**src/rtl/fpga_lut_cfg_loader.sv**
```systemverilog
// Byte-stream loader that assembles 16-bit truth tables and writes them one by one into the fabric LUTs.
// Define FPGA_CFG_CHECKSUM_EN to require a trailing XOR checksum byte before the fabric is enabled.
module fpga_lut_cfg_loader #(
   parameter int unsigned NUM_LUTS   = 8,
   parameter logic [7:0]  START_BYTE = 8'hA5
) (
   input  logic                clk_i,
   input  logic                reset_ni,
   input  logic                cfg_valid_i,
   input  logic [7:0]          cfg_data_i,
   output logic                cfg_ready_o,
   input  logic                clear_i,
   output logic [15:0]         lut_data_o,
   output logic [NUM_LUTS-1:0] lut_we_o,
   output logic                fabric_en_o,
   output logic                err_o
);
   localparam int unsigned IDX_W = (NUM_LUTS > 1) ? $clog2(NUM_LUTS) : 1;

   typedef enum logic [2:0] {
      IDLE, CNT, LO, HI, WRITE, DONE, ERR
`ifdef FPGA_CFG_CHECKSUM_EN
      , CHK
`endif
   } state_t;

   state_t           state;
   logic [IDX_W-1:0] index;
   logic [7:0]       count;
   logic             accept;

   // WRITE is the only cycle where the stream is stalled
   assign cfg_ready_o = (state != WRITE);
   assign accept      = cfg_valid_i && cfg_ready_o;

`ifdef FPGA_CFG_CHECKSUM_EN
   logic [7:0] csum;

   // Running XOR over the count byte and all data bytes of the current frame
   always_ff @(posedge clk_i) begin
      if (!reset_ni) begin
         csum <= '0;
      end else if (accept) begin
         if ((state == IDLE || (state == DONE && !clear_i)) && cfg_data_i == START_BYTE)
            csum <= '0;
         else if (state == CNT || state == LO || state == HI)
            csum <= csum ^ cfg_data_i;
      end
   end
`endif

   always_ff @(posedge clk_i) begin
      if (!reset_ni) begin
         state       <= IDLE;
         lut_data_o  <= '0;
         lut_we_o    <= '0;
         fabric_en_o <= 1'b0;
         err_o       <= 1'b0;
         index       <= '0;
         count       <= '0;
      end else begin
         lut_we_o <= '0;
         case (state)
            IDLE: begin
               if (accept && cfg_data_i == START_BYTE) state <= CNT;
            end
            CNT: begin
               if (accept) begin
                  if (cfg_data_i == 8'd0 || 32'(cfg_data_i) > NUM_LUTS) begin
                     state <= ERR;
                     err_o <= 1'b1;
                  end else begin
                     count <= cfg_data_i;
                     index <= '0;
                     state <= LO;
                  end
               end
            end
            LO: begin
               if (accept) begin
                  lut_data_o[7:0] <= cfg_data_i;
                  state           <= HI;
               end
            end
            HI: begin
               // Pulse is registered so it lines up exactly with the WRITE cycle
               if (accept) begin
                  lut_data_o[15:8] <= cfg_data_i;
                  lut_we_o         <= NUM_LUTS'(1) << index;
                  state            <= WRITE;
               end
            end
            WRITE: begin
               index <= index + IDX_W'(1);
               count <= count - 8'd1;
               if (count != 8'd1) begin
                  state <= LO;
               end else begin
`ifdef FPGA_CFG_CHECKSUM_EN
                  state <= CHK;
`else
                  state       <= DONE;
                  fabric_en_o <= 1'b1;
`endif
               end
            end
`ifdef FPGA_CFG_CHECKSUM_EN
            CHK: begin
               if (accept) begin
                  if (cfg_data_i == csum) begin
                     state       <= DONE;
                     fabric_en_o <= 1'b1;
                  end else begin
                     state <= ERR;
                     err_o <= 1'b1;
                  end
               end
            end
`endif
            DONE: begin
               if (clear_i) begin
                  state       <= IDLE;
                  fabric_en_o <= 1'b0;
               end else if (accept && cfg_data_i == START_BYTE) begin
                  state       <= CNT;
                  fabric_en_o <= 1'b0;
               end
            end
            ERR: begin
               if (clear_i) begin
                  state <= IDLE;
                  err_o <= 1'b0;
               end
            end
            default: state <= IDLE;
         endcase
      end
   end
endmodule

```
**config.mk**
```make
export PLATFORM = sky130hd
export DESIGN_NAME = fpga_lut_cfg_loader
export DESIGN_NICKNAME = d
export VERILOG_FILES = /design/src/rtl/fpga_lut_cfg_loader.sv
export SDC_FILE = /design/constraint.sdc
export NUM_CORES = 1
export LEC_CHECK = 0
export BUFFER_PORTS_ARGS = -buffer_cell sky130_fd_sc_hd__buf_2
export CAP_MARGIN = 10
export CORE_MARGIN = 8
export CORE_UTILIZATION = 48
export DETAILED_ROUTE_END_ITERATION = 6
export PLACE_DENSITY = 0.85
export SLEW_MARGIN = 0
export SYNTH_ARGS = -nofsm -noshare
export SYNTH_HDL_FRONTEND = slang
export SYNTH_SLANG_ARGS = --single-unit
```
**constraint.sdc**
```tcl
create_clock -name clk_i -period 1.4 [get_ports clk_i]
set_input_delay 0.28 -clock clk_i [delete_from_list [all_inputs] [get_ports clk_i]]
set_output_delay 0.28 -clock clk_i [all_outputs]
set_load 0.05 [all_outputs]
```
==> results by group, run 1 <==
Clock tree
  – Worst-Skew Late Latency: 0.30 ns
  – H-tree depth: 2
  – CTS Root Cell: clkbuf_8
  – CTS tree: yes
  – Max Buffers Root-to-Sink: 2
  – Clock Sinks: 40
  – Hold-fix buffers, CTS: 0
  – CTS clk-pin slew, worst paths: 0.08 ns
  – Num CTS Buffers: 5

Timing
  – RSZ-0062 raised after global routing: true
  – F_max: ~0.66 GHz
  – Slew Limit Fails: 0
  – Period utilization: 1.075
  – Hold slack: around 0.3 ns
  – Final worst path period need: about 1.5 ns
  – Final setup violating endpoints: 10
  – Clk_skew: between 0.007 and 0.008 ns
  – Final WS setup: -0.1048 ns
  – Relative slew slack: 0.6429
  – Final Hold Fails: 0
  – Slew @ Worst Pin: 0.5316 ns

Synthesis
  – Number of synthesized flops with an enable pin: 0
  – Yosys reg bits: 40
  – Synth unique cells: 49
  – Syn Area/Cell: just under 9 µm²
  – Netlist Area Pre-Place: 1872 µm²
  – Top-area cell type share of the netlist area: 0.4278
  – Synth Net Count: 233
  – Syn Inst Count: ~220
  – Top-count cell post-synth: dfxtp_1
  – Synth top cells by count: 40 x dfxtp_1, 31 x nand2_1, 24 x nor2_1
  – Warnings, synthesis: 0
  – Seq/Total Area, Yosys: 0.4278
  – Async SR Flop Fraction: 0
  – Top FF cell, synth: dfxtp_1
  – Top cell type by total area after synthesis: dfxtp_1
  – Top post-synthesis cells by area: dfxtp_1 43%, nand2_1 6.2%, mux2i_1 4.8%

Detailed routing
  – DR DRC count: 0
  – Via density per instance: ~5.5
  – Vias: 1,894
  – Pre-Repair DR Iteration Count: 4
  – Avg WL per Cell: approximately 15 µm
  – Final WL: around 5300 µm
  – Post-route ant nets: 0
  – DR iter-0 viols: roughly 120

Run status
  – Status: finished with violations
  – Violated checks: setup timing

Layout
  – Layout cell share with drive strength beyond 1: 0.4430
  – Final Instance Area: roughly 2700 µm²
  – Area Growth Syn to Fin: 44.65%
  – ANT cells: 0
  – Fill cells: between 200 and 300
  – Nets: 316

Placement
  – GPL Wtd Cong: 0.8762
  – Area post-placement: approximately 2300 µm²
  – DP Wirelength: 3538 µm
  – I/O Buffers: 38
  – Worst slack, placed: -0.2176 ns

Global routing
  – GRT overflow: 0
  – Largest net degree at the start of global routing: 14
  – Global Route Usage Sum: 0.1684
  – Vias in the first global route: around 1,900
  – First-pass GRT wire length: roughly 8400 µm
  – Initial antenna violation count: 0

Floorplan
  – Core footprint: between 3000 and 4000 µm²
  – Rows: 22
  – Die area: roughly 6000 µm²
  – Ports: 39
  – DIE WIDTH: ~80 µm
  – Die H: around 80 µm
  – Initial cell density of the core: 0.5037

Critical path
  – Slowest stage delay, CP: about 0.34 ns
  – R2R Setup Slk: -0.10 ns
  – Critical path launch point type: flip-flop
  – Critical path capture point type: flip-flop
  – Crit path required time: approximately 1.6 ns
  – Most common cell on crit path: buf_4
  – Arrival time worst endpoint: between 1.5 and 2 ns
  – Cells along the critical path: buf_4, and4bb_2, nand4_4, buf_4, buf_6, nand2_4, a311oi_2
  – Critical path type: flip-flop to flip-flop
  – Slowest cell on crit path: dfxtp_2
  – Crit-path max FO: 6

Min path
  – Hold Crit Class: input pin to flip-flop

Power
  – Leakage: between 1 and 1.5 nW
  – VDD IR-drop max: around 0.00073 V
  – Power density over the cells: 785.6 nW/µm²
  – Total power draw: around 2.1 mW

Flow run
  – Maximum Capacitance Violations: 0
-- final cells by class --
cell class                      instances  area, µm²  share of cell area
Clock buffer                            6      72.57             0.02680
Clock inverter                          1      5.005            0.001848
Inverter                               12      50.05             0.01848
Multi-Input combinational cell        154       1116              0.4122
Sequential cell                        40      805.8              0.2976
Tap cell                               48      60.06             0.02218
Timing Repair Buffer                   85      598.1              0.2209
-- flip-flops by register name (all words and copies together), names as in the netlist --
name,flops
fabric_en_o,1
lut_data_o,16
index,3
lut_we_o,8
err_o,1
count,8
state,3
-- logic make-up (layout without fill, tap and decap cells) --
group,Yosys count,after routing,synth area share
buf+inv,21,104,0.04411
simple gates,96,96,0.2727
fa+ha+maj,6,6,0.04011
flops,40,40,0.4278
compound gates,40,40,0.1517
mux,10,10,0.05415
xor+xnor,2,2,0.009360
-- report_power, final --
| group | total, mW | internal, mW | switching, mW |
|---|---|---|---|
| combinational | 0.237 | 0.104 | 0.132 |
| sequential | 1.15 | 1.15 | 0.00760 |
| clock | 0.737 | 0.339 | 0.398 |
-- worst max-delay path, delay by kind of cell (launching register included) --
kind	cells	cell delay, ns
flops	1	0.34
buf+inv	3	0.42
compound gates	1	0.10
simple gates	3	0.50
-- timing repair --
item | in CTS | in global routing
setup endpoints to repair | 18 | 33
gates resized for setup | 14 | 36
pin swaps | 7 | 9
buffers inserted | 8 | 5
hold endpoints to repair | 0 | 0
-- per-layer routing --
metal  vias up  track usage  share of wire  wire, µm
met4         0       0.1056          0.020       108
met5         -            0              0         0
met2        56       0.2908           0.52      2755
met1       907       0.1712           0.39      2045
met3        15      0.05695          0.074       393
li1        916            -              -         -
-- cells in the final DEF, fill, tap and decap left out, types with 3 or more instances in the layout --
cell type	count
a21oi_1	9
a21oi_2	6
a311oi_2	3
a31oi_1	3
buf_2	37
buf_4	35
buf_6	12
clkbuf_8	5
dfxtp_1	36
dfxtp_2	4
ha_1	6
inv_1	10
mux2i_1	9
nand2_1	26
nand2_2	5
nand3_1	7
nor2_1	23
nor3_1	3
nor3_2	3
o21a_1	3
o21ai_0	5
-- path summary, 6_finish.rpt --
| path | cells after the start | from | to |
|---|---|---|---|
| max | 7 | state[0] | index[2] |
| max reg2reg | 7 | state[0] | index[2] |
| min | 3 | cfg_data_i[0] | lut_data_o[0] |
| min reg2reg | 2 | lut_data_o[8] | lut_data_o[8] |
-- stage by stage --
stage | std cells | setup TNS, ns | util
final | 346 | -0.6124 | 0.7286
after global routing | 346 | -1.327 | 0.7286
after CTS | 341 | -0.2104 | 0.6798
after detailed placement | 326 | -2.065 | 0.6303
after global placement | 326 | -1.547 | 0.6303
after floorplan | 215 | 0 | -
Power figures use the tool's default switching activity.
==> inputs of run 2 (changes only) <==
--- a/config.mk
+++ b/config.mk
@@ -5,12 +5,13 @@
 export SDC_FILE = /design/constraint.sdc
 export NUM_CORES = 1
 export LEC_CHECK = 0
+export ABC_AREA = 1
 export BUFFER_PORTS_ARGS = -buffer_cell sky130_fd_sc_hd__buf_2
 export CAP_MARGIN = 10
 export CORE_MARGIN = 8
-export CORE_UTILIZATION = 48
+export CORE_UTILIZATION = 49
 export DETAILED_ROUTE_END_ITERATION = 6
-export PLACE_DENSITY = 0.85
+export PLACE_DENSITY = 0.86
 export SLEW_MARGIN = 0
 export SYNTH_ARGS = -nofsm -noshare
 export SYNTH_HDL_FRONTEND = slang
==> run 2 against run 1 <==
- the run now ends clean
- sequential power grew 26%
- combinational power grew to 8.5 times the previous value
- setup slack gained 0.11 ns
- critical path depth grew 1
- synthesized area grew 2.5%
- routed wire length shrank 3.1%
- clock skew shrank 0.0029 ns
- first-iteration DRC count shrank 16%
- clock power grew 29%
- critical endpoint is now count[6]
- highest routed layer unchanged
==> results by group, run 2 <==
Placement
  – Placed insts: 351 (was 326)
  – GPL Wtd Cong: 0.9113 (was 0.8762)
  – DP Wirelength: 3441 µm (was 3538 µm)
  – Area post-placement: 2246 µm² (was 2342 µm²)
  – Worst slack, placed: -0.09383 ns (was -0.2176 ns)
  – I/O Buffers: 38 (unchanged)

Power
  – Clock power share: 0.215 (was 0.346)
  – Switching share of power: 0.4244 (was 0.2530)
  – Sequential power share: 0.329 (was 0.542)
  – Combinational fraction of design power: 0.456 (was 0.111)
  – P_sw: 1.876 mW (was 538.3 µW)
  – Cell Int Power: 2.545 mW (was 1.589 mW)
  – Leakage: 1.132 nW (was 1.141 nW)
  – Power density over the cells: 1762 nW/µm² (was 785.6 nW/µm²)
  – VDD IR-drop max: 0.001206 V (was 0.0007337 V)
  – Total power draw: 4.421 mW (was 2.127 mW)

Flow run
  – Maximum Capacitance Violations: 0 (unchanged)

Layout
  – Most frequent cells in the layout: 38 x dfxtp_1, 37 x buf_2, 35 x nand2_1, 32 x nor2_1, 27 x inv_1 (was 37 x buf_2, 36 x dfxtp_1, 35 x buf_4, 26 x nand2_1, 23 x nor2_1)
  – Nets: 337 (was 316)
  – Most common cell after layout, fill and taps aside: dfxtp_1 (was buf_2)
  – Final non-filler cell total: 368 (was 346)
  – ANT cells: 0 (unchanged)
  – Area Growth Syn to Fin: 30.70% (was 44.65%)
  – Final Instance Area: 2509 µm² (was 2708 µm²)
  – Largest reg by FF count: lut_data_o (unchanged)
  – Layout cell share with drive strength beyond 1: 0.3813 (was 0.4430)
  – Util after Layout: 0.6751 (was 0.7286)
  – Max FFs per register: 16 (unchanged)
  – Largest registers: lut_data_o: 16 flops, count: 8 flops, lut_we_o: 8 flops (unchanged)

Detailed routing
  – Vias: 1,923 (was 1,894)
  – Final WL: 5136 µm (was 5302 µm)
  – DR DRC count: 0 (unchanged)
  – Post-route ant nets: 0 (unchanged)
  – Pre-Repair DR Iteration Count: 4 (unchanged)
  – DR iter-0 viols: 102 (was 121)
  – Via density per instance: 5.226 (was 5.474)
  – Avg WL per Cell: 13.96 µm (was 15.32 µm)

Min path
  – Cells on Worst Hold Path: 3 (unchanged)
  – Hold Crit Class: input pin to flip-flop (unchanged)
  – Hold path endpoint: lut_data_o[15] (was lut_data_o[0])
  – Hold_sp: cfg_data_i[7] (was cfg_data_i[0])

Critical path
  – Worst r2r dst: count[6] (was index[2])
  – Cells along the critical path: nor3_4, nand2_2, o21ai_2, inv_2, nand2_8, buf_4, nand2_2, a21oi_2 (was buf_4, and4bb_2, nand4_4, buf_4, buf_6, nand2_4, a311oi_2)
  – Arrival time worst endpoint: 1.64 ns (was 1.67 ns)
  – Slowest cell on crit path: dfxtp_4 (was dfxtp_2)
  – Crit-path max FO: 7 (was 6)
  – Crit path required time: 1.64 ns (was 1.56 ns)
  – Most common cell on crit path: nand2_2 (was buf_4)
  – Slowest stage delay, CP: 0.37 ns (was 0.34 ns)
  – Critical path launch point type: flip-flop (unchanged)
  – Worst reg2reg startpoint: state[1] (was state[0])
  – R2R cell count: 8 (was 7)
  – Critical path capture point type: flip-flop (unchanged)
  – Critical path type: flip-flop to flip-flop (unchanged)
  – R2R Setup Slk: 0.003 ns (was -0.10 ns)

Floorplan
  – Ports: 39 (unchanged)
  – Core footprint: 3716 µm² (unchanged)
  – Initial cell density of the core: 0.5165 (was 0.5037)
  – Rows: 22 (unchanged)
  – Die area: 6176 µm² (was 6154 µm²)
  – Die H: 78.59 µm (was 78.45 µm)
  – DIE WIDTH: 78.59 µm (was 78.45 µm)

Timing
  – Relative slew slack: 0.7817 (was 0.6429)
  – Final WS setup: 0.003136 ns (was -0.1048 ns)
  – F_max: 0.7159 GHz (was 0.6645 GHz)
  – Final setup violating endpoints: 0 (was 10)
  – Period utilization: 0.9978 (was 1.075)
  – Final worst path period need: 1.397 ns (was 1.505 ns)
  – Slew @ Worst Pin: 0.3271 ns (was 0.5316 ns)
  – Hold slack: 0.2478 ns (was 0.2948 ns)
  – Setup TNS: 0 ns (was -0.6124 ns)
  – Clk_skew: 0.004309 ns (was 0.007174 ns)
  – RSZ-0062 raised after global routing: true (unchanged)
  – Final Hold Fails: 0 (unchanged)
  – Slew Limit Fails: 0 (unchanged)

Synthesis
  – Netlist Area Pre-Place: 1919 µm² (was 1872 µm²)
  – Top FF cell, synth: dfxtp_1 (unchanged)
  – Synth unique cells: 31 (was 49)
  – Yosys reg bits: 40 (unchanged)
  – Warnings, synthesis: 0 (unchanged)
  – Number of synthesized flops with an enable pin: 0 (unchanged)
  – Top cell type by total area after synthesis: dfxtp_1 (unchanged)
  – Syn Area/Cell: 7.468 µm² (was 8.706 µm²)
  – Seq/Total Area, Yosys: 0.4172 (was 0.4278)
  – Async SR Flop Fraction: 0 (unchanged)
  – Synth top cells by count: 40 x dfxtp_1, 40 x nand2_1, 36 x nor2_1 (was 40 x dfxtp_1, 31 x nand2_1, 24 x nor2_1)
  – Synth Net Count: 275 (was 233)
  – Top-area cell type share of the netlist area: 0.4172 (was 0.4278)
  – Top post-synthesis cells by area: dfxtp_1 42%, nand2_1 7.8%, nor2_1 7.0% (was dfxtp_1 43%, nand2_1 6.2%, mux2i_1 4.8%)
  – Syn Inst Count: 257 (was 215)

Clock tree
  – CTS clk-pin slew, worst paths: 0.08 ns (about the same)
  – H-tree depth: 2 (unchanged)
  – Num CTS Buffers: 5 (unchanged)
  – Max Buffers Root-to-Sink: 2 (unchanged)
  – Hold-fix buffers, CTS: 0 (unchanged)
  – Clock Sinks: 40 (unchanged)
  – Worst-Skew Late Latency: 0.30 ns (about the same)
  – CTS Root Cell: clkbuf_8 (unchanged)
  – CTS tree: yes (unchanged)

Run status
  – Status: finished clean (was finished with violations)

Global routing
  – Largest net degree at the start of global routing: 21 (was 14)
  – Vias in the first global route: 1,810 (was 1,930)
  – Initial antenna violation count: 0 (unchanged)
  – GRT overflow: 0 (unchanged)
  – First-pass GRT wire length: 7762 µm (was 8369 µm)
  – Global Route Usage Sum: 0.1545 (was 0.1684)
-- run 2: changes by cell type after synthesis, sizes merged, moves of 4 or more --
cell	change
a21oi	+15
nand2	+17
inv	+25
o21ai	+20
clkbuf	-4
mux2i	-9
nor2	+14
nand3	+5
-- run 2: repair_timing --
item / 4_1_cts / 5_1_grt
cloned: 0 / 2
endpoints found under the setup margin: 26 / 35
pin swaps: 0 / 12
buffers inserted: 0 / 8
gates resized for setup: 7 / 22
-- run 2: cells by family (layout without fill, tap and decap cells) --
| group | count (synthesis) | in the layout | synth area share |
|---|---|---|---|
| AOI/OAI and AO/OA | 57 | 57 | 0.1701 |
| xor gates and xnor gates | 1 | 1 | 0.004564 |
| adders and majority gates | 6 | 6 | 0.03911 |
| buffers and inverters | 43 | 105 | 0.1017 |
| DFF | 40 | 40 | 0.4172 |
| and+or+nand+nor | 110 | 111 | 0.2673 |
-- run 2: worst max-delay path, delay by kind of cell, from the launching register on --
family | cells | cell delay (ns)
flops | 1 | 0.37
simple gates | 4 | 0.58
buf+inv | 2 | 0.21
compound gates | 2 | 0.17
-- run 2: worst max-delay path by stage --
stage | start | cells past startpoint | end
2_1_floorplan | state[1] | 9 | count[2]
4_1_cts | state[2] | 7 | state[1]
3_3_place_gp | cfg_data_i[7] | 9 | count[3]
6_report | state[1] | 8 | count[6]
5_1_grt | state[1] | 8 | count[5]
3_5_place_dp | state[1] | 8 | lut_data_o[3]
-- run 2: routing by layer --
layer  wire length, µm  GRT usage  share of wire
met5                 0          0              0
met4                93    0.06667          0.018
met3               352    0.05923          0.069
met2              2651     0.2668           0.52
met1              2038     0.1639           0.40
-- run 2: power by group through the flow --
stage	Clock [mW]	Combinational, mW	Sequential (mW)
after detailed placement	0	1.62	1.46
after global placement	0	1.57	1.46
after CTS	0.957	1.67	1.44
after floorplan	0	1.11	1.68
after global routing	1.01	2.18	1.48
final	0.951	2.02	1.45
-- run 2: final cells by class --
cell class | count | area, µm²
Clock inverter | 3 | 42.54
Timing Repair inverter | 1 | 7.507
Multi-Input combinational cell | 175 | 1007
Sequential cell | 40 | 808.3
Timing Repair Buffer | 60 | 374.1
Inverter | 36 | 140.1
Fill cell | 319 | 1207
Clock buffer | 5 | 68.82
Tap cell | 48 | 60.06
